**src/rtl/ltc2992_pkg.sv**
```systemverilog
// rtl/ltc2992_pkg.sv - shared LTC2992 constants, slot types and sequencer state encoding
package ltc2992_pkg;

    localparam int NUM_SLOTS = 6;

    typedef logic [2:0] slot_idx_t;

    // LTC2992 register addresses (MSB byte of each 2-byte result)
    localparam logic [7:0] REG_SENSE1  = 8'h14;
    localparam logic [7:0] REG_DSENSE1 = 8'h1E;
    localparam logic [7:0] REG_ADIN1   = 8'h28;
    localparam logic [7:0] REG_SENSE2  = 8'h46;
    localparam logic [7:0] REG_DSENSE2 = 8'h50;
    localparam logic [7:0] REG_ADIN2   = 8'h5A;

    typedef enum logic [2:0] {
        ST_IDLE,
        ST_SELECT,
        ST_ISSUE,
        ST_BUSY,
        ST_GAP,
        ST_END
    } state_t;

    function automatic logic [7:0] slot_addr(input slot_idx_t idx);
        case (idx)
            3'd0:    slot_addr = REG_SENSE1;
            3'd1:    slot_addr = REG_DSENSE1;
            3'd2:    slot_addr = REG_ADIN1;
            3'd3:    slot_addr = REG_SENSE2;
            3'd4:    slot_addr = REG_DSENSE2;
            3'd5:    slot_addr = REG_ADIN2;
            default: slot_addr = 8'h00;
        endcase
    endfunction

endpackage

```
**src/rtl/ltc2992_poll_sched_poll_timer.sv**
```systemverilog
// rtl/ltc2992_poll_sched_poll_timer.sv - free-running period counter with wrap pulse
// Ports:
//   clk, rst_n : clock, async active-low reset
//   en         : count enable
//   clr        : synchronous clear (wins over en)
//   wrap       : high in the cycle the counter sits at PERIOD_CYC-1 (combinational)
module poll_timer #(
    parameter int PERIOD_CYC = 100000
) (
    input  logic clk,
    input  logic rst_n,
    input  logic en,
    input  logic clr,
    output logic wrap
);

    localparam int W = (PERIOD_CYC > 2) ? $clog2(PERIOD_CYC) : 1;

    logic [W-1:0] cnt;

    assign wrap = en && !clr && (cnt == W'(PERIOD_CYC - 1));

    always_ff @(posedge clk or negedge rst_n) begin
        if (!rst_n) begin
            cnt <= '0;
        end else if (clr) begin
            cnt <= '0;
        end else if (en) begin
            cnt <= wrap ? '0 : cnt + 1'b1;
        end
    end

endmodule

```
**src/rtl/ltc2992_poll_sched.sv**
```systemverilog
// rtl/ltc2992_poll_sched.sv - LTC2992 register sweep sequencer with shadow bank
// Ports:
//   I_clk, I_rst_n          : clock, async active-low reset
//   I_auto_en, I_trig       : periodic sweep enable, one-shot sweep request
//   I_slot_mask             : per-slot read enable, sampled in SELECT
//   I_done_flag, I_read_data: read engine completion pulse and 16-bit result
//   O_recv_en, O_dev_addr, O_word_addr, O_byte : read engine controls
//   O_data, O_valid, O_err, O_err_cnt          : shadow bank and status
//   O_update, O_busy, O_sweep_done             : sweep progress
module ltc2992_poll_sched
    import ltc2992_pkg::*;
#(
    parameter logic [6:0] DEV_ADDR    = 7'h6F,
    parameter int         PERIOD_CYC  = 100000,
    parameter int         TIMEOUT_CYC = 50000,
    parameter int         GAP_CYC     = 4
) (
    input  logic        I_clk,
    input  logic        I_rst_n,
    input  logic        I_auto_en,
    input  logic        I_trig,
    input  logic [5:0]  I_slot_mask,
    input  logic        I_done_flag,
    input  logic [15:0] I_read_data,
    output logic        O_recv_en,
    output logic [6:0]  O_dev_addr,
    output logic [7:0]  O_word_addr,
    output logic [1:0]  O_byte,
    output logic [95:0] O_data,
    output logic [5:0]  O_valid,
    output logic [5:0]  O_err,
    output logic [7:0]  O_err_cnt,
    output logic        O_update,
    output logic        O_busy,
    output logic        O_sweep_done
);

    localparam int TW = (TIMEOUT_CYC > 2) ? $clog2(TIMEOUT_CYC) : 1;
    localparam int GW = (GAP_CYC > 2) ? $clog2(GAP_CYC) : 1;

    state_t       state, state_n;
    slot_idx_t    idx;
    logic [TW-1:0] tmo;
    logic [GW-1:0] gap;
    logic         pending;
    logic         period_wrap;
    logic         start_req;
    logic         idx_out;
    logic         tmo_hit;
    logic         gap_last;
    logic         restart;

    assign O_dev_addr = DEV_ADDR;
    assign O_byte     = 2'd2;

    poll_timer #(
        .PERIOD_CYC(PERIOD_CYC)
    ) u_timer (
        .clk  (I_clk),
        .rst_n(I_rst_n),
        .en   (I_auto_en),
        .clr  (~I_auto_en),
        .wrap (period_wrap)
    );

    assign start_req = period_wrap | I_trig;
    assign idx_out   = (idx >= slot_idx_t'(NUM_SLOTS));
    assign tmo_hit   = (tmo == TW'(TIMEOUT_CYC - 1));
    assign gap_last  = (gap == GW'(GAP_CYC - 1));
    // A request arriving in END is folded into the restart rather than lost.
    assign restart   = pending | start_req;

    always_ff @(posedge I_clk or negedge I_rst_n) begin
        if (!I_rst_n) begin
            state <= ST_IDLE;
        end else begin
            state <= state_n;
        end
    end

    always_comb begin
        state_n = state;
        case (state)
            ST_IDLE:   if (start_req) state_n = ST_SELECT;
            ST_SELECT: begin
                if (idx_out)                state_n = ST_END;
                else if (I_slot_mask[idx])  state_n = ST_ISSUE;
            end
            ST_ISSUE:  state_n = ST_BUSY;
            ST_BUSY:   if (I_done_flag || tmo_hit) state_n = ST_GAP;
            ST_GAP:    if (gap_last) state_n = ST_SELECT;
            ST_END:    state_n = restart ? ST_SELECT : ST_IDLE;
            default:   state_n = ST_IDLE;
        endcase
    end

    always_ff @(posedge I_clk or negedge I_rst_n) begin
        if (!I_rst_n) begin
            idx          <= '0;
            tmo          <= '0;
            gap          <= '0;
            pending      <= 1'b0;
            O_recv_en    <= 1'b0;
            O_word_addr  <= 8'h00;
            O_data       <= '0;
            O_valid      <= '0;
            O_err        <= '0;
            O_err_cnt    <= 8'h00;
            O_update     <= 1'b0;
            O_busy       <= 1'b0;
            O_sweep_done <= 1'b0;
        end else begin
            O_update     <= 1'b0;
            O_sweep_done <= 1'b0;

            if (start_req && state != ST_IDLE && state != ST_END) begin
                pending <= 1'b1;
            end

            case (state)
                ST_IDLE: begin
                    if (start_req) begin
                        idx    <= '0;
                        O_busy <= 1'b1;
                    end
                end
                ST_SELECT: begin
                    if (!idx_out) begin
                        if (I_slot_mask[idx]) O_word_addr <= slot_addr(idx);
                        else                  idx <= idx + 1'b1;
                    end
                end
                ST_ISSUE: begin
                    O_recv_en <= 1'b1;
                    tmo       <= '0;
                end
                ST_BUSY: begin
                    tmo <= tmo + 1'b1;
                    if (I_done_flag) begin
                        O_data[{idx, 4'b0000} +: 16] <= I_read_data;
                        O_valid[idx] <= 1'b1;
                        O_err[idx]   <= 1'b0;
                        O_update     <= 1'b1;
                        O_recv_en    <= 1'b0;
                        gap          <= '0;
                    end else if (tmo_hit) begin
                        O_recv_en  <= 1'b0;
                        O_err[idx] <= 1'b1;
                        if (O_err_cnt != 8'hFF) O_err_cnt <= O_err_cnt + 1'b1;
                        gap        <= '0;
                    end
                end
                ST_GAP: begin
                    // Engine held disabled so it re-initialises between reads
                    gap <= gap + 1'b1;
                    if (gap_last) idx <= idx + 1'b1;
                end
                ST_END: begin
                    O_sweep_done <= 1'b1;
                    if (restart) begin
                        pending <= 1'b0;
                        idx     <= '0;
                    end else begin
                        O_busy  <= 1'b0;
                    end
                end
                default: ;
            endcase
        end
    end

endmodule

```
**config.mk**
```make
export PLATFORM = sky130hd
export DESIGN_NAME = ltc2992_poll_sched
export DESIGN_NICKNAME = d
export VERILOG_FILES = /design/src/rtl/ltc2992_pkg.sv /design/src/rtl/ltc2992_poll_sched_poll_timer.sv /design/src/rtl/ltc2992_poll_sched.sv
export SDC_FILE = /design/constraint.sdc
export NUM_CORES = 1
export LEC_CHECK = 0
export CAP_MARGIN = 20
export CORE_MARGIN = 10
export CORE_UTILIZATION = 45
export CTS_CLUSTER_SIZE = 40
export DETAILED_ROUTE_END_ITERATION = 6
export PLACE_DENSITY = 0.75
export SLEW_MARGIN = 20
export SYNTH_ARGS = -nofsm -noshare
export SYNTH_HDL_FRONTEND = slang
export SYNTH_SLANG_ARGS = --single-unit
```
**constraint.sdc**
```tcl
create_clock -name I_clk -period 4 [get_ports I_clk]
set_input_delay 1 -clock I_clk [delete_from_list [all_inputs] [get_ports I_clk]]
set_output_delay 1 -clock I_clk [all_outputs]
set_load 0.005 [all_outputs]
```
==> results of run 1 <==
==> synthesized netlist by cell type (all sizes together) (6+ instances only) <==
cell type	instances
inv	11
nor2	47
mux2i	7
xor2	19
nand2	113
xnor2	11
mux2	37
o21bai	6
nor3	15
nand4	7
o21ai	77
dfrtp	168
and3	11
clkbuf	12
nand2b	6
a21oi	6
buf	27
a22o	17
nand3	23
ha	14
==> cell families after synthesis <==
| kind of cell | after synthesis | synth area share (%) |
|---|---|---|
| and+or+nand+nor | 248 | 15.8 |
| DFF | 168 | 56.9 |
| AOI/OAI and AO/OA | 126 | 10.4 |
| buffers and inverters | 51 | 3.78 |
| muxes | 44 | 7.09 |
| xor gates and xnor gates | 30 | 3.56 |
| adders and majority gates | 14 | 2.37 |
| other | 2 | 0.102 |
==> registers in the layout, indices dropped and copies added (netlist names), named ones only <==
signal        cells
O_valid           6
O_update          1
O_word_addr       6
tmo              16
state             3
gap               2
O_data           96
O_err_cnt         8
idx               3
pending           1
u_timer.cnt      17
O_recv_en         1
O_sweep_done      1
O_busy            1
==> path summary, 6_finish.rpt <==
check	end	slack (ns)
setup reg to reg	O_data[26]	0.79
setup / recovery	O_data[26]	0.79
hold / removal	O_data[29]	0.48
max in group asynchronous	O_data[26]	2.48
hold reg to reg	O_data[29]	0.48
min in group asynchronous	O_err_cnt[3]	0.64
==> tightest hold or removal path: cells and delay by family, from the launching register on <==
kind,cells,cell delay (ns)
AND/OR/NAND/NOR,1,0.04
AO/OA/AOI/OAI,1,0.06
flip-flops,1,0.34
==> per-layer routing <==
layer | vias to the layer above | global-route usage (%) | wire, µm
met5 | - | 0 | 0
met4 | 0 | 6.19 | 252
met3 | 16 | 4.70 | 1040
met2 | 116 | 28.1 | 9380
met1 | 2717 | 23.3 | 8730
li1 | 2636 | - | -
==> power by group <==
group	internal (mW)	switching, mW
Combinational	0.730	0.638
Sequential	1.96	0.249
Clock	1.00	0.695
Total	3.69	1.58
==> per-stage QoR <==
step / cells / setup slack [ns] / util (%)
2_1_floorplan: 692 / 1.71 / -
3_3_place_gp: 1026 / 0.921 / 56.6
3_5_place_dp: 1026 / 0.844 / 56.6
4_1_cts: 1058 / 0.812 / 60.4
5_1_grt: 1058 / 0.520 / 60.4
6_report: 1058 / 0.790 / 60.4
==> area by class of cell <==
type                            instances  area [µm²]  share of cell area (%)
Inverter                               12        46.3                   0.479
Tap cell                              216         270                    2.80
Multi-Input combinational cell        473        2960                    30.6
Timing Repair Buffer                  157        1570                    16.3
Sequential cell                       168        4200                    43.5
Clock buffer                           18         439                    4.55
Clock inverter                         14         170                    1.76
==> flow_summary.json, run 1 <==
{
  "status": "complete, no violations",
  "reg2reg_from": "idx[0]",
  "clockBufferDepth": 2,
  "crit_type": "register to register",
  "critical_path_depth": 7,
  "hpwl_um": 14000,
  "io_pins": 164,
  "most-common-layout-cells": "168 x dfrtp_1, 151 x clkdlybuf4s50_1, 110 x nand2_1",
  "critical_path.top_delay_family": "simple AND/OR/NAND/NOR gates",
  "netlist_area_um2": 7390,
  "first_iter_violations": 428,
  "grt_setup_unrepaired": "no",
  "vdd_drop_max_uv": 343,
  "num_vias": 5485,
  "drive_above_1_share_pct": 10.5,
  "design_area_um2": 9660,
  "final_nets": 870,
  "globalRouteTotalUtil_pct": 17.9,
  "row_count": 46,
  "synthCells": 683,
  "cts_setup_buffers": 0,
  "cp.required_ns": 4.26,
  "setup_viol": 0,
  "ys_async_sr_fraction_pct": 100,
  "finalHoldWorstSlack_ns": 0.477,
  "fp.dieH_um": 148,
  "ys_types": 59,
  "yosys_most_used_dff": "dfrtp_1",
  "worst_pin_slew_ns": 0.923,
  "die-area_um2": 21900,
  "grt_pass1_vias": 5487,
  "portBuffers": 152,
  "synth_top_area_share_pct": 56.9,
  "post_synth.cell_area_avg_um2": 10.8,
  "timing.fmax_mhz": 312,
  "ys_seq_area_share_pct": 56.9,
  "clock_latency_ns": 0.43,
  "p_leak_nw": 4.29,
  "synth_edf_count": 0,
  "wl_per_cell_um": 18.3,
  "area_delta_synth_final_pct": 30.7,
  "fp.dieW_um": 148,
  "cts-root-buf": "clkbuf_16",
  "cts_tree": "done",
  "slowest_delay_ns": 0.82,
  "cp-startpoint": "idx[0]",
  "critical_path.cell_chain": "inv_1 > ha_1 > ha_1 > and3_1 > nand2_1 > nand2_1 > o21ai_0",
  "maxSlewViolCount": 0,
  "postPlaceCellArea_um2": 9050,
  "hold_buffers": 0,
  "hold_start": "O_data[29]",
  "globalplace.congestion": 0.798,
  "slowest_stage": "dfrtp_1",
  "synth_area_leaders": "dfrtp_1 57%, nand2_1 5.6%, o21ai_0 5.1%",
  "final_common_cell": "dfrtp_1",
  "start_kind": "register",
  "synth_area_leader_cell": "dfrtp_1",
  "maxCapViolations": 0,
  "fin_tns_setup_ns": 0,
  "antenna_found_initial": 0,
  "finalHoldViolCount": 0,
  "firstDrtPassIters": 4,
  "hold_path_class": "register to register",
  "worst-r2r-cell-count": 7,
  "synth_seq_cells": 168,
  "viasPerCell": 5.18,
  "cts.clk_slew.worst_paths_ns": 0.07,
  "period_share_pct": 80.2,
  "finClkSkew_ns": 0.0109,
  "grt_max_degree": 91,
  "n_antenna_cell": 0,
  "slew_headroom_pct": 38.1,
  "grt.overflow.total": 0,
  "crit_fanout": 32,
  "power.density_nw_per_um2": 546,
  "end_kind": "register",
  "htree_levels": 4,
  "initial_core_util_pct": 46.2,
  "ys_warn_count": 0,
  "cp_data_arrival_time_ns": 3.47,
  "cts_inserted_buffers": 17,
  "period_needed_ns": 3.21,
  "routed_wl_um": 19400,
  "grt_pass1_wl_um": 31200,
  "holdPathStages": 2,
  "drc": 0,
  "path_buf_inv": 1,
  "detail-route-antenna-nets": 0,
  "nFillCells": 1367,
  "power_mw": 5.27,
  "coreArea_um2": 16000,
  "cts_resized": 0,
  "clock_sinks": 168
}
Power figures use the tool's default switching activity.
==> run 2, diff against run 1 <==
- clock period: 4 -> 3.4 ns (I/O delays scaled with it)
==> flow_summary.json, run 2 (synthesis results as in run 1) <==
{
  "grt_pass1_wl_um": 30800,
  "crit_fanout": 16,
  "cp.required_ns": 3.70,
  "most-common-layout-cells": "168 x dfrtp_1, 151 x clkdlybuf4s50_1, 110 x nand2_1",
  "p_leak_nw": 4.31,
  "clock_latency_ns": 0.42,
  "top_regs": "O_data: 96 flops, u_timer.cnt: 17 flops, tmo: 16 flops",
  "grt_setup_unrepaired": "no",
  "final_common_cell": "dfrtp_1",
  "routed_wl_um": 19100,
  "globalplace.congestion": 0.808,
  "portBuffers": 152,
  "die-area_um2": 21900,
  "io_pins": 164,
  "period_needed_ns": 2.54,
  "row_count": 46,
  "cts_resized": 0,
  "slowest_delay_ns": 0.62,
  "initial_core_util_pct": 46.2,
  "first_iter_violations": 268,
  "timing.fmax_mhz": 394,
  "cts_tree": "done",
  "viasPerCell": 5.18,
  "status": "complete, no violations",
  "vdd_drop_max_uv": 511,
  "start_kind": "register",
  "power.density_nw_per_um2": 646,
  "slew_headroom_pct": 47.5,
  "htree_levels": 4,
  "worst_pin_slew_ns": 0.784,
  "cts_setup_buffers": 0,
  "grt.overflow.total": 0,
  "cts.clk_slew.worst_paths_ns": 0.06,
  "hold_path_class": "primary input to asynchronous set/reset pin",
  "grt_max_degree": 66,
  "detail-route-antenna-nets": 0,
  "end_kind": "register",
  "coreArea_um2": 16000,
  "cts_inserted_buffers": 17,
  "maxCapViolations": 0,
  "clockBufferDepth": 2,
  "critical_path.cell_chain": "inv_1 > ha_1 > ha_1 > nor2_1 > nand3_2 > mux2_2",
  "largest_reg_flops": 96,
  "n_antenna_cell": 0,
  "finClkSkew_ns": 0.00617,
  "nFillCells": 1365,
  "antenna_found_initial": 0,
  "num_vias": 5498,
  "drc": 0,
  "cpMostUsedCell": "ha_1",
  "hold_buffers": 0,
  "setup_viol": 0,
  "firstDrtPassIters": 4,
  "fp.dieW_um": 148,
  "cp_data_arrival_time_ns": 2.84,
  "drive_above_1_share_pct": 10.9,
  "wl_per_cell_um": 18.0,
  "area_delta_synth_final_pct": 31.3,
  "path_buf_inv": 1,
  "clock_sinks": 168,
  "hpwl_um": 14000,
  "critical_path.top_delay_family": "flip-flops",
  "crit_type": "register to register",
  "top_register": "O_data",
  "finalHoldViolCount": 0,
  "final_nets": 874,
  "fin_tns_setup_ns": 0,
  "maxSlewViolCount": 0,
  "slowest_stage": "dfrtp_1",
  "grt_pass1_vias": 5551,
  "fp.dieH_um": 148,
  "period_share_pct": 74.6,
  "cts-root-buf": "clkbuf_16",
  "globalRouteTotalUtil_pct": 17.5,
  "power_mw": 6.27
}
==> run 2: changes by cell type in the layout (fill, tap and decap cells not counted) <==
cell | before | now
buf_4 | 4 | 8
inv_8 | 0 | 2
clkinv_2 | 5 | 2
clkinv_4 | 3 | 5
clkinvlp_4 | 1 | 0
==> run 2: report_power, final <==
part	internal, mW	switching [mW]	total (mW)
Sequential	2.30	0.277	2.58
Combinational	0.866	0.793	1.66
Clock	1.20	0.835	2.03
==> run 2: worst paths after layout <==
kind	slack, ns	end	depth (start not counted)	from
min in group I_clk	0.48	O_data[29]	2	O_data[29]
setup reg to reg	0.86	O_data[6]	6	idx[1]
hold / removal	0.40	u_timer.cnt[2]	1	I_rst_n
hold reg to reg	0.48	O_data[29]	2	O_data[29]
max in group asynchronous	2.06	O_data[6]	2	I_rst_n
setup / recovery	0.86	O_data[6]	6	idx[1]
==> run 2: worst reg2reg max path, cell delays in order (launching register included) <==
cell and delay (ns):
dfrtp_1 0.62, inv_1 0.23, ha_1 0.26, ha_1 0.34, nor2_1 0.14, nand3_2 0.38
mux2_2 0.44
==> run 2: through the flow <==
| stage | setup slack (ns) | hold WS, ns | instances | cell area (µm²) | util (%) |
|---|---|---|---|---|---|
| final | 0.864 | 0.398 | 1062 | 9710 | 60.7 |
| after global routing | 0.750 | 0.438 | 1062 | 9710 | 60.7 |
| after global placement | 0.763 | 0.461 | 1030 | 9080 | 56.7 |
| after floorplan | 1.11 | 0.455 | 692 | 7420 | - |
| after detailed placement | 0.719 | 0.469 | 1030 | 9080 | 56.7 |
| after CTS | 0.904 | 0.422 | 1062 | 9710 | 60.7 |
==> run 2: cell type report <==
type | count | area, µm² | share of cell area (%)
Sequential cell | 168 | 4200 | 43.3
Multi-Input combinational cell | 473 | 2960 | 30.4
Clock buffer | 18 | 439 | 4.52
Tap cell | 216 | 270 | 2.78
Clock inverter | 14 | 188 | 1.93
Inverter | 12 | 46.3 | 0.477
Timing Repair Buffer | 161 | 1600 | 16.5
==> run 2: metal layers <==
metal  part of all wire, %  vias to the layer above  GRT usage (%)
met4                   2.5                        0           5.90
met3                   6.1                       26           5.73
met5                     0                        -              0
met2                    47                      142           26.9
li1                      -                     2649              -
met1                    44                     2681           22.9
